[src/rtl/touch_multi_led_ctrl_pkg.sv]
// Shared definitions for the multi-channel touch key / LED controller:
// mode encodings, per-channel press FSM states and a counter width helper.
package touch_multi_led_ctrl_pkg;

   localparam logic [1:0] MODE_TOGGLE    = 2'b00;
   localparam logic [1:0] MODE_MOMENT    = 2'b01;
   localparam logic [1:0] MODE_SHORTLONG = 2'b10;

   typedef enum logic [1:0] {
      IDLE    = 2'b00,
      PRESSED = 2'b01,
      LONG    = 2'b10
   } press_state_e;

   // A terminal count of 1 still needs a 1-bit counter.
   function automatic int cnt_width(input int n);
      return (n > 1) ? $clog2(n) : 1;
   endfunction

endpackage

[src/rtl/touch_multi_led_ctrl_chan.sv]
// One touch channel: 2-FF synchroniser, debounce filter, press FSM
// (idle/pressed/long) and the mode-dependent LED rule.
module touch_key_chan
   import touch_multi_led_ctrl_pkg::*;
#(
   parameter int   DEB_CYC   = 1_000_000,
   parameter int   LONG_CYC  = 25_000_000,
   parameter logic TOUCH_ACT = 1'b1,
   parameter logic LED_INIT  = 1'b1
) (
   input  logic       clk,
   input  logic       rst,
   input  logic       touch_key,
   input  logic [1:0] mode,
   output logic       led,
   output logic       key_press,
   output logic       key_long
);

   localparam int            DW        = cnt_width(DEB_CYC);
   localparam int            HW        = cnt_width(LONG_CYC);
   localparam logic [DW-1:0] DEB_LAST  = DW'(DEB_CYC - 1);
   localparam logic [HW-1:0] LONG_LAST = HW'(LONG_CYC - 1);

   logic [1:0]    sync_q, sync_d;
   logic          key_s;
   logic          stable_q, stable_d;
   logic          stable_dly_q, stable_dly_d;
   logic [DW-1:0] deb_cnt_q, deb_cnt_d;
   logic          press_ev_q, press_ev_d;
   logic          rel_ev_q, rel_ev_d;
   press_state_e  state_q, state_d;
   logic [HW-1:0] hold_cnt_q, hold_cnt_d;
   logic          long_ev_q, long_ev_d;
   logic          led_q, led_d;

   always_comb begin
      sync_d       = {sync_q[0], touch_key};
      key_s        = sync_q[1];
      stable_d     = stable_q;
      deb_cnt_d    = '0;
      if (key_s != stable_q) begin
         if (deb_cnt_q == DEB_LAST) begin
            stable_d  = key_s;
            deb_cnt_d = '0;
         end else begin
            deb_cnt_d = deb_cnt_q + DW'(1);
         end
      end else begin
         deb_cnt_d = '0;
      end
      // Events fire one cycle after the filtered level has moved.
      stable_dly_d = stable_q;
      press_ev_d   = (stable_q == TOUCH_ACT) && (stable_dly_q != TOUCH_ACT);
      rel_ev_d     = (stable_q != TOUCH_ACT) && (stable_dly_q == TOUCH_ACT);
   end

   always_comb begin
      state_d    = state_q;
      hold_cnt_d = hold_cnt_q;
      long_ev_d  = 1'b0;
      case (state_q)
         IDLE: begin
            if (press_ev_q) begin
               state_d    = PRESSED;
               hold_cnt_d = '0;
            end else begin
               state_d    = IDLE;
            end
         end
         PRESSED: begin
            if (rel_ev_q) begin
               state_d    = IDLE;
            end else if (hold_cnt_q == LONG_LAST) begin
               state_d    = LONG;
               long_ev_d  = 1'b1;
            end else begin
               hold_cnt_d = hold_cnt_q + HW'(1);
            end
         end
         LONG: begin
            if (rel_ev_q) begin
               state_d = IDLE;
            end else begin
               state_d = LONG;
            end
         end
         default: begin
            state_d = IDLE;
         end
      endcase

      led_d = led_q;
      case (mode)
         MODE_MOMENT: begin
            led_d = LED_INIT ^ (stable_q == TOUCH_ACT);
         end
         MODE_SHORTLONG: begin
            // A release after the long threshold leaves the LED alone.
            if ((state_q == PRESSED) && rel_ev_q) begin
               led_d = ~led_q;
            end else if (long_ev_d) begin
               led_d = LED_INIT;
            end else begin
               led_d = led_q;
            end
         end
         default: begin
            if (press_ev_q) begin
               led_d = ~led_q;
            end else begin
               led_d = led_q;
            end
         end
      endcase
   end

   always_ff @(posedge clk or posedge rst) begin
      if (rst) begin
         sync_q       <= {2{~TOUCH_ACT}};
         stable_q     <= ~TOUCH_ACT;
         stable_dly_q <= ~TOUCH_ACT;
         deb_cnt_q    <= '0;
         press_ev_q   <= 1'b0;
         rel_ev_q     <= 1'b0;
      end else begin
         sync_q       <= sync_d;
         stable_q     <= stable_d;
         stable_dly_q <= stable_dly_d;
         deb_cnt_q    <= deb_cnt_d;
         press_ev_q   <= press_ev_d;
         rel_ev_q     <= rel_ev_d;
      end
   end

   always_ff @(posedge clk or posedge rst) begin
      if (rst) begin
         state_q    <= IDLE;
         hold_cnt_q <= '0;
         long_ev_q  <= 1'b0;
         led_q      <= LED_INIT;
      end else begin
         state_q    <= state_d;
         hold_cnt_q <= hold_cnt_d;
         long_ev_q  <= long_ev_d;
         led_q      <= led_d;
      end
   end

   assign led       = led_q;
   assign key_press = press_ev_q;
   assign key_long  = long_ev_q;

endmodule

[src/rtl/touch_multi_led_ctrl.sv]
// Multi-channel touch key front end: one independent touch_key_chan per
// key/LED pair, all sharing the same mode input.
module touch_multi_led_ctrl
   import touch_multi_led_ctrl_pkg::*;
#(
   parameter int   CH_NUM    = 4,
   parameter int   DEB_CYC   = 1_000_000,
   parameter int   LONG_CYC  = 25_000_000,
   parameter logic TOUCH_ACT = 1'b1,
   parameter logic LED_INIT  = 1'b1
) (
   input  logic              sys_clk,
   input  logic              sys_rst,
   input  logic [CH_NUM-1:0] touch_key,
   input  logic [1:0]        mode,
   output logic [CH_NUM-1:0] led,
   output logic [CH_NUM-1:0] key_press,
   output logic [CH_NUM-1:0] key_long
);

   for (genvar g = 0; g < CH_NUM; g++) begin : g_chan
      touch_key_chan #(
         .DEB_CYC   (DEB_CYC),
         .LONG_CYC  (LONG_CYC),
         .TOUCH_ACT (TOUCH_ACT),
         .LED_INIT  (LED_INIT)
      ) u_chan (
         .clk       (sys_clk),
         .rst       (sys_rst),
         .touch_key (touch_key[g]),
         .mode      (mode),
         .led       (led[g]),
         .key_press (key_press[g]),
         .key_long  (key_long[g])
      );
   end

endmodule

[config.mk]
export PLATFORM = sky130hd
export DESIGN_NAME = touch_multi_led_ctrl
export DESIGN_NICKNAME = d
export VERILOG_FILES = /design/src/rtl/touch_multi_led_ctrl_pkg.sv /design/src/rtl/touch_multi_led_ctrl_chan.sv /design/src/rtl/touch_multi_led_ctrl.sv
export SDC_FILE = /design/constraint.sdc
export NUM_CORES = 1
export LEC_CHECK = 0
export CELL_PAD_IN_SITES_DETAIL_PLACEMENT = 1
export CELL_PAD_IN_SITES_GLOBAL_PLACEMENT = 1
export CORE_MARGIN = 2
export CORE_UTILIZATION = 30
export CTS_CLUSTER_DIAMETER = 200
export DETAILED_ROUTE_END_ITERATION = 10
export MAX_ROUTING_LAYER = met4
export PLACE_DENSITY = 0.53
export SLEW_MARGIN = 20
export SYNTH_ARGS = -nofsm -noshare
export SYNTH_HDL_FRONTEND = slang
export SYNTH_HIERARCHICAL = 1
export SYNTH_SLANG_ARGS = --single-unit
export TNS_END_PERCENT = 1
[constraint.sdc]
create_clock -name sys_clk -period 5 [get_ports sys_clk]
set_input_delay 1 -clock sys_clk [delete_from_list [all_inputs] [get_ports sys_clk]]
set_output_delay 1 -clock sys_clk [all_outputs]
set_load 0.01 [all_outputs]
==> flow_metrics.env <==
export IMPL_status="finished, final reports clean"
export IMPL_fin_crit_ps=2708
export IMPL_io_pins=20
export IMPL_synth_compound_area_share_pct=9.678
export IMPL_ys_ff_latch=220
export IMPL_placed_cell_area_um2=12440
export IMPL_vias=9110
export IMPL_gp_congestion=0.7340
export IMPL_hold_violations=0
export IMPL_critPathLaunchType="flip-flop"
export IMPL_drive_above_1_share_pct=8.189
export IMPL_syn_nets=1250
export IMPL_rsz0062_at_grt="no"
export IMPL_clk_pin_slew_ps=50
export IMPL_cp_max_fo=3
export IMPL_drtPass1Iterations=4
export IMPL_critical_path_slowest_cell="clkdlybuf4s50_1"
export IMPL_clockBufferDepth=3
export IMPL_post_cts_setup_buffer_count=0
export IMPL_crit_path_cell_trace="clkdlybuf4s50_1"
export IMPL_setup_viol=0
export IMPL_final_cell_area_um2=13450
export IMPL_antenna_found_initial=0
export IMPL_rows=72
export IMPL_start_util_pct=30.28
export IMPL_cp_required_ps=4000
export IMPL_cts_sink_count=220
export IMPL_n_antenna_cell=0
export IMPL_maxSlewHeadroom_pct=32.43
export IMPL_synth_simple_area_share_pct=27.65
export IMPL_synth_top_area_share_pct=46.40
export IMPL_synth_edff_count=0
export IMPL_powerDensity_nw_per_um2=307.3
export IMPL_syn_cell_area_um2=11650
export IMPL_avgSynthCellArea_um2=9.595
export IMPL_synth_area_mux_share_pct=1.633
export IMPL_period_share_pct=54.16
export IMPL_cap_violations=0
export IMPL_cts_resized=0
export IMPL_cts_tree="yes"
export IMPL_globalRoute_totalOverflow=0
export IMPL_wl_per_cell_um=16.48
export IMPL_drc_errors=0
export IMPL_synth_cell_types=62
export IMPL_synth_xor_area_share_pct=7.970
export IMPL_ys_top_cells_by_count="dfrtp_1 (216), nor2_1 (144), nand2_1 (82), nand3_1 (63)"
export IMPL_drtIter0Drc=262
export IMPL_synth_top_family_by_area="simple AND/OR/NAND/NOR gates"
export IMPL_routed_wl_um=29470
export IMPL_yosysMostFrequentCell="dfrtp_1"
export IMPL_worst_pin_slew_ps=1005
export IMPL_numCtsBuffers=28
export IMPL_synth_top_area_cell="dfrtp_1"
export IMPL_register_area_um2=5510
export IMPL_synth_fa_ha_area_share_pct=3.008
export IMPL_cp_num_buf_inv=1
export IMPL_syn_to_final_growth_pct=15.48
export IMPL_hold_buffers=0
export IMPL_grt_max_degree=37
export IMPL_dp_hpwl_um=20410
export IMPL_ir_drop_mv=0.2162
export IMPL_yosysSeqAreaShare_pct=47.30
export IMPL_core_um2=38470
export IMPL_cp_end_kind="output port"
export IMPL_grt_pass1_wl_um=51470
export IMPL_critPathMaxStageDelay_ps=620
export IMPL_die_area_um2=40420
export IMPL_die_x_um=201.1
export IMPL_portBuffers=19
export IMPL_worstHoldPathType="flip-flop to flip-flop"
export IMPL_synthArstFlopShare_pct=100.0
export IMPL_dp_worst_setup_slack_ps=2229
export IMPL_die_h_um=201.1
export IMPL_grt_pass1_vias=9726
export IMPL_crit_family="buffers and inverters"
export IMPL_antenna_left=0
export IMPL_num_nets_final=1284
export IMPL_leakagePower_nw=5.489
export IMPL_vias_per_cell=5.095
export IMPL_htreeDepth=1
export IMPL_layout_setup_ws_ps=2292
export IMPL_criticalPathCategory="flip-flop to output port"
export IMPL_cts_root_buf="clkbuf_16"
export IMPL_clk_latency_ps=550
export IMPL_fillers=4459
export IMPL_synthFlopType="dfrtp_1"
export IMPL_syn_inst=1214
export IMPL_synth_area_top_cells="dfrtp_1 (46%), nor2_1 (4.6%), xnor2_1 (4.1%)"
export IMPL_arrival_ps=1710
export IMPL_fin_skew_ps=9.888
export IMPL_slew_violations=0
export IMPL_setup_tns_ps=0
export IMPL_multi_input_area_um2=5819
export IMPL_max_freq_mhz=369.3
export IMPL_ys_warn_count=6
export IMPL_grt_usage_pct=15.62
==> state kept, by name, summed over array words and instances, names as in the netlist, 8 cells and up <==
| register | flops |
|---|---|
| g_chan.u_chan/hold_cnt_q | 100 |
| g_chan.u_chan/sync_q | 8 |
| g_chan.u_chan/deb_cnt_q | 80 |
| g_chan.u_chan/state_q | 8 |
==> per-stage QoR <==
stage,power [mW],std cells,hold WS [ps],utilization (%)
after global routing,4.316,1788,353.8,34.97
after floorplan,1.936,1214,331.2,-
final,4.133,1788,350.5,34.97
after detailed placement,2.002,1736,339.5,32.34
after CTS,4.227,1788,353.3,34.97
after global placement,1.999,1736,337.5,32.34
==> logic make-up (layout without fill, tap and decap cells) <==
kind of cell               after synthesis  in the layout
xor gates and xnor gates               106            106
and+or+nand+nor                        585            585
AOI/OAI and AO/OA                      179            179
DFF                                    220            220
adders and majority gates               28             28
buffers and inverters                   78            134
muxes                                   18             18
==> path summary, 6_finish.rpt <==
path	end	cells after the start	from	slack, ps
worst max-delay path	led[1]	1	g_chan[1].u_chan/led$_DFFE_PP1P_	2290
min in group asynchronous	g_chan[0].u_chan/hold_cnt_q[20]$_DFFE_PP0P_	2	sys_rst	1130
worst min register to register	g_chan[3].u_chan/sync_q[1]$_DFF_PP0_	0	g_chan[3].u_chan/sync_q[0]$_DFF_PP0_	350
worst min-delay path	g_chan[3].u_chan/sync_q[1]$_DFF_PP0_	0	g_chan[3].u_chan/sync_q[0]$_DFF_PP0_	350
max in group asynchronous	g_chan[3].u_chan/hold_cnt_q[15]$_DFFE_PP0P_	3	sys_rst	2990
worst max register to register	g_chan[1].u_chan/hold_cnt_q[3]$_DFFE_PP0P_	6	g_chan[1].u_chan/hold_cnt_q[15]$_DFFE_PP0P_	2460
==> layer usage <==
metal  vias to the layer above  global-route usage (%)  wire length, um
met1                      4560                   21.12            14750
met5                         -                       -                0
met4                         0                   3.360              574
met3                        41                   2.630              784
met2                        61                   24.63            13370
li1                       4448                       -                -
==> placed cells by master, fill, tap and decap left out, drive strengths merged, types with 8 or more instances in the layout <==
master / count
a21oi: 54
and3: 26
and4: 19
buf: 10
clkbuf: 44
clkdlybuf4s50: 19
dfrtp: 216
ha: 28
inv: 53
mux2: 8
mux2i: 10
nand2: 85
nand2b: 17
nand3: 63
nand4: 54
nor2: 145
nor2b: 17
nor3: 20
nor4: 37
nor4b: 15
o211ai: 9
o21ai: 53
o311ai: 9
o31ai: 24
or3: 38
or4: 22
xnor2: 54
xor2: 52
==> layout make-up <==
cell class              count  share of cell area [%]
repair buffers             29                   1.972
multi-input cells         916                   43.26
flip-flops and latches    220                   40.96
well taps                 518                   4.818
inverters                  53                   1.479
clock inverters             8                  0.8743
clock buffers              44                   6.632
==> report_power, final <==
group | total (mW) | leakage, nW | switching [mW] | internal (mW)
Sequential | 1.83 | 3.03 | 0.0191 | 1.81
Combinational | 0.136 | 1.96 | 0.0856 | 0.0501
Clock | 2.17 | 0.499 | 0.801 | 1.37
No activity file was read; power rests on OpenSTA's default activity.
